--- src/rtl/fifo_wr_arbiter.sv ---
// Round-robin arbiter sharing one FIFO write port among NUM_REQ producers.
// Grants bursts of up to MAX_BURST beats, stalls on full, hands off without a bubble.
module fifo_wr_arbiter #(
    parameter int NUM_REQ   = 4,
    parameter int DATA_W    = 8,
    parameter int MAX_BURST = 4,
    localparam int OW       = $clog2(NUM_REQ)
) (
    input  logic                      clk,
    input  logic                      rst,
    input  logic [NUM_REQ-1:0]        req,
    input  logic [NUM_REQ*DATA_W-1:0] req_data,
    output logic [NUM_REQ-1:0]        gnt,
    input  logic                      fifo_full,
    output logic                      fifo_wr_en,
    output logic [DATA_W-1:0]         fifo_wr_data,
    output logic [OW-1:0]             owner,
    output logic                      busy,
    output logic [15:0]               wr_count
);

    typedef enum logic {IDLE, BURST} state_t;

    state_t        state_q, state_d;
    logic [OW-1:0] owner_q, owner_d;
    logic [OW-1:0] last_owner_q, last_owner_d;
    logic [3:0]    beat_cnt_q, beat_cnt_d;
    logic [15:0]   wr_count_q, wr_count_d;

    logic          req_own;
    logic          xfer;
    logic [3:0]    beat_inc;
    logic          last_beat;

    // First requester after base, wrapping; base itself is searched last.
    function automatic logic [OW-1:0] rr_pick(input logic [NUM_REQ-1:0] r,
                                              input logic [OW-1:0] base);
        logic [OW-1:0] sel;
        logic [OW-1:0] cand;
        logic          found;
        int            idx;
        sel   = '0;
        found = 1'b0;
        for (int k = 1; k <= NUM_REQ; k++) begin
            idx  = (int'(base) + k) % NUM_REQ;
            cand = OW'(idx);
            if (!found && r[cand]) begin
                sel   = cand;
                found = 1'b1;
            end
        end
        return sel;
    endfunction

    assign req_own   = req[owner_q];
    assign busy      = (state_q == BURST);
    assign xfer      = busy && !fifo_full && req_own;
    assign beat_inc  = beat_cnt_q + 4'd1;
    assign last_beat = xfer && (beat_inc == 4'(MAX_BURST));

    assign fifo_wr_en = xfer;
    assign owner      = owner_q;
    assign wr_count   = wr_count_q;

    always_comb begin
        gnt = '0;
        if (busy && !fifo_full) begin
            gnt[owner_q] = 1'b1;
        end
    end

    always_comb begin
        fifo_wr_data = '0;
        if (busy) begin
            for (int i = 0; i < NUM_REQ; i++) begin
                if (owner_q == OW'(i)) begin
                    fifo_wr_data = req_data[i*DATA_W +: DATA_W];
                end
            end
        end
    end

    always_comb begin
        state_d      = state_q;
        owner_d      = owner_q;
        last_owner_d = last_owner_q;
        beat_cnt_d   = beat_cnt_q;
        wr_count_d   = wr_count_q;
        case (state_q)
            IDLE: begin
                if (|req) begin
                    owner_d    = rr_pick(req, last_owner_q);
                    beat_cnt_d = '0;
                    state_d    = BURST;
                end
            end
            BURST: begin
                if (xfer) begin
                    beat_cnt_d = beat_inc;
                    if (wr_count_q != 16'hFFFF) begin
                        wr_count_d = wr_count_q + 16'd1;
                    end
                end
                // The ending owner becomes last_owner, so it is searched last.
                if (!req_own || last_beat) begin
                    last_owner_d = owner_q;
                    beat_cnt_d   = '0;
                    if (|req) begin
                        owner_d = rr_pick(req, owner_q);
                    end else begin
                        state_d = IDLE;
                    end
                end
            end
            default: state_d = IDLE;
        endcase
    end

    always_ff @(posedge clk or posedge rst) begin
        if (rst) begin
            state_q      <= IDLE;
            owner_q      <= '0;
            last_owner_q <= OW'(NUM_REQ - 1);
            beat_cnt_q   <= '0;
            wr_count_q   <= '0;
        end else begin
            state_q      <= state_d;
            owner_q      <= owner_d;
            last_owner_q <= last_owner_d;
            beat_cnt_q   <= beat_cnt_d;
            wr_count_q   <= wr_count_d;
        end
    end

endmodule

--- config.mk ---
export PLATFORM = sky130hd
export DESIGN_NAME = fifo_wr_arbiter
export DESIGN_NICKNAME = d
export VERILOG_FILES = /design/src/rtl/fifo_wr_arbiter.sv
export SDC_FILE = /design/constraint.sdc
export NUM_CORES = 1
export LEC_CHECK = 0
export CAP_MARGIN = 25
export CORE_MARGIN = 10
export CORE_UTILIZATION = 45
export DETAILED_ROUTE_END_ITERATION = 16
export PLACE_DENSITY = 0.93
export SLEW_MARGIN = 20
export SYNTH_ARGS = -nofsm -noshare
export SYNTH_HDL_FRONTEND = slang
export SYNTH_SLANG_ARGS = --single-unit
--- constraint.sdc ---
create_clock -name clk -period 3.6 [get_ports clk]
set_input_delay 0.9 -clock clk [delete_from_list [all_inputs] [get_ports clk]]
set_output_delay 0.9 -clock clk [all_outputs]
set_load 0.1 [all_outputs]
# After elaboration in Yosys (flattened, before gate mapping)

Cells that the tools add are included.

Muxes and demuxes: 66
Bitwise gates (word level): 1
Equal/unequal tests: 9
$lt $le $gt $ge: 10
$add $sub $neg: 10
Reductions and logical operators: 25

Operator list:

| operator              | count |
|---|---|
| $mux 8                | 5 |
| $mux 1                | 33 |
| $lt 2x3->1 const B    | 9 |
| $mux 2                | 11 |
| $bmux 1 s2            | 9 |
| $add 16x1->16 const B | 1 |
| $mux 4                | 4 |
| $ne 16x16->1 const B  | 1 |
| $logic_and 1x1->1     | 10 |
| $add 2x1->2 const B   | 4 |
| $add 2x2->2 const B   | 4 |
| $logic_not 1->1       | 8 |
| $pmux 4 s2            | 1 |
| $reduce_and 3->1      | 2 |
| $add 4x1->4 const B   | 1 |
| $eq 2x2->1 const B    | 2 |
| $eq 4x3->1 const B    | 1 |
| $ne 2x1->1 const B    | 2 |
| $pmux 2 s2            | 1 |
| $reduce_and 2->1      | 2 |
| $reduce_or 4->1       | 1 |
| $ne 3x1->1 const B    | 1 |
| $demux 1 s2           | 1 |
| $eq 2x1->1 const B    | 1 |
| other kinds (6)       | 6 |

Bits in registers: 25
Output and inout bits: 32

# Depth between registers and ports, before layout

Depth in word-level cells: 25
Depth in mapped cells: 9
Depth with buffers taken out: 7

# Worst setup path before layout

OpenSTA, ideal clock, no wires.

Path kind: register to output
Start point: register owner_q[1] (netlist: owner[1])
End point: output fifo_wr_data[0]
Data arrival time: 3,445 ps
Path buffers: 2
Setup slack: -745 ps
Stages on the path, launching flop included: 10
Path through: dfrtp_1 -> buf_2 -> inv_1 -> ha_1 -> nor2b_1 -> clkbuf_1 -> a221oi_1 -> nor3_1 -> a21oi_1 -> nor2b_1

Cells in the longest elaborated chain, start to end: 6
Elaborated cells between the ends (all ways): 9

Ends and longest elaborated chain:

| item                   | line | RTL |
|---|---|---|
| from (decl)            | 25   | `logic [OW-1:0] owner_q, owner_d;` |
| from (signal assigned) | 128  | `owner_q <= owner_d;` |
| $logic_not 2->1        | 76   | `if (owner_q == OW'(i)) begin` |
| $mux 8 (3 in series)   | 76   |  |
| $mux 8 (*)             | 76   |  |
| $mux 8 (*)             | 74   | `if (busy) begin` |
| to (decl)              | 16   | `output logic [DATA_W-1:0] fifo_wr_data,` |

Every way passes the cells marked *; elsewhere a longest branch is shown, timed or not.

# Worst setup path after layout

Start point: register owner_q[0] (netlist: owner[0])
End point: output fifo_wr_data[3]

The elaborated chain is that of the path after synthesis.

==> qor.yml <==
status:
  status: "completed"
floorplan:
  die_h_um: 85.5
  fp.dieW_um: 85.5
  coreArea_um2: 4090
  initial_core_util_pct: 47.3
  placementRows: 23
  ioPinCount: 71
  die_area_um2: 7310
timing:
  slew_violations: 0
  post-route-period-util_pct: 90.0
  setup_tns_ns: 0
  hold_viol: 0
  fin_crit_ns: 3.24
  fin_skew_ns: 0.00464
  rsz0062_at_grt: "no"
  hold_ws_ns: 0.495
  fmax_mhz: 309
  maxSlewHeadroom_pct: 48.9
  worst_pin_slew_ns: 0.766
  setup_viol: 0
global_route:
  grt_max_degree: 26
  grt_usage_pct: 15.6
  antenna_found_initial: 0
  grt_pass1_vias: 1951
  grt_pass1_wl_um: 9830
  gr-total-overflow: 0
clock_network:
  clock_latency_ns: 0.27
  cts_resized: 0
  clkTransAtPathRegs_ns: 0.09
  clock_path_buffers: 2
  h-tree-depth: 1
  cts_tree: "yes"
  cts.sinks: 25
  post_cts_buffers: 0
  clock-root-buffer: "clkbuf_8"
  numCtsBuffers: 3
  hold_buffers: 0
min_path:
  hold_path.class: "reg2reg"
critical_path:
  cp_max_fo: 11
  worst_setup_path_start_kind: "register"
  crit_required_ns: 2.70
  crit_path_end_kind: "output port"
  setup.worst_path.class: "reg2out"
  regToRegSetupSlack_ns: 1.28
  cp.arrival_ns: 2.34
layout:
  seqCellArea_um2: 628
  layout.cells.non_filler: 335
  area_growth_pct: 49.0
  finalNetCount: 331
  final_layout_size_suffix_gt1_share_pct: 23.9
  n_fill_cell: 310
  antennaDiodeCount: 0
  multiInputGateArea_um2: 1240
routing:
  post-route-drc-count: 0
  drt_iter0_markers: 75
  ant_nets: 0
  viasPerCell: 5.70
  firstDrtPassIters: 4
  vias: 1909
  wl_um: 5800
  wl_per_cell_um: 17.3
yosys:
  syn_avg_cell_area_um2: 8.82
  async_reset_ff_share_pct: 100
  ys_ff_latch: 25
  syn_area_um2: 1930
  syn_inst: 219
  synth_flop_cell: "dfrtp_1"
  synth_fp_nets: 264
  synth-edff-count: 0
  yosysWarningCount: 0
  ys_types: 39
  seq_area_frac_synth_pct: 32.5
placement:
  dp.cells: 330
  dp_hpwl_um: 4510
  numPortBuffers: 70
  finalWeightedCongestion: 0.876
run:
  maxCapViolCount: 0
==> cells in the mapped netlist, types with 2 or more instances <==
cell,n,share of area [%]
dfrtp_1,23,30
ha_1,6,3.9
a21oi_1,13,3.4
buf_2,3,0.78
nand3_1,6,1.6
mux4_2,3,3.5
nand3b_1,2,0.78
nor3_1,16,4.1
nand2b_1,7,2.3
mux2_2,7,4.1
xnor2_1,6,2.7
o21ai_0,6,1.6
o22ai_1,2,0.65
dfstp_2,2,2.7
clkbuf_1,12,2.3
nor2b_1,18,5.8
a221oi_1,10,4.5
nor2_1,6,1.2
nand2_1,15,2.9
and2_1,5,1.6
inv_1,13,2.5
nor3b_1,2,0.78
mux2i_1,6,3.1
xor2_1,9,4.1
nor4_1,7,2.3
==> stage by stage <==
step           utilization [%]  cell area (um^2)  setup slack (ns)
4_1_cts                   70.1              2860             0.351
3_3_place_gp              68.9              2820             0.466
2_1_floorplan                -              1990            0.0610
3_5_place_dp              68.9              2820             0.441
6_report                  70.4              2880             0.360
5_1_grt                   70.4              2880             0.185
==> cell type report <==
class	instances	area share, %
Tap cell	50	2.17
Clock buffer	3	1.43
Timing Repair Buffer	77	29.3
Clock inverter	1	0.174
Sequential cell	25	21.8
Multi-Input combinational cell	165	43.3
Inverter	14	1.83
==> metal layers <==
metal  vias to the layer above  part of all wire [%]  GRT usage [%]
li1                        910                     -              -
met1                       920                    46           20.8
met2                        77                    47           25.7
met3                         2                   7.0           3.03
met4                         0                  0.28           2.25
met5                         -                     0              0
==> placed cells by master, fill, tap and decap left out, types with 2 or more instances in the layout <==
cell and count:
nand2b_1 7, a221oi_1 10, and2_1 4, nor3_1 16, o22ai_1 2, o21ai_0 6, nand3_1 6, buf_4 25
clkbuf_8 3, nand2_1 15, ha_1 6, dfrtp_1 23, buf_12 13, nor3b_1 2, xnor2_1 6, nor2b_1 11
inv_1 13, mux2_2 7, mux2i_1 6, xor2_1 9, nor2_1 6, mux4_2 3, dfstp_2 2, clkdlybuf4s50_1 38
a21oi_1 13, nand3b_1 2, nor4_1 7, nor2b_4 7
==> worst paths after layout <==
kind	from	to	depth (start not counted)
worst max-delay path	owner[0]	fifo_wr_data[3]	7
worst min-delay path	wr_count[12]	wr_count[12]	1
worst max register to register	owner[0]	owner[1]	6
worst min register to register	wr_count[12]	wr_count[12]	1
max in group asynchronous	rst	last_owner_q[1]	3
min in group asynchronous	rst	wr_count[14]	2
==> flip-flops by register name (all words and copies together), names as in the netlist <==
signal,cells
beat_cnt_q,4
busy,1
last_owner_q,2
owner,2
wr_count,16
==> logic make-up after synthesis <==
family / count (synthesis) / synth area share [%]
AO/OA/AOI/OAI: 40 / 15.0
flip-flops: 25 / 32.5
AND/OR/NAND/NOR: 87 / 24.5
XOR/XNOR: 15 / 6.80
adder cells (fa/ha/maj): 6 / 3.89
buffers and inverters: 29 / 5.83
multiplexers: 17 / 11.5
==> worst max-delay path, cell delays in order (launching register included) <==
cell and delay, ns:
dfrtp_1 0.42, ha_1 0.35, nor2b_1 0.50, a221oi_1 0.15, nor3_1 0.19, a21oi_1 0.11, nor2b_4 0.18, buf_12 0.18
Power is not shown: default switching activity piles up to over one toggle a cycle in this logic, so the estimate is an artifact.
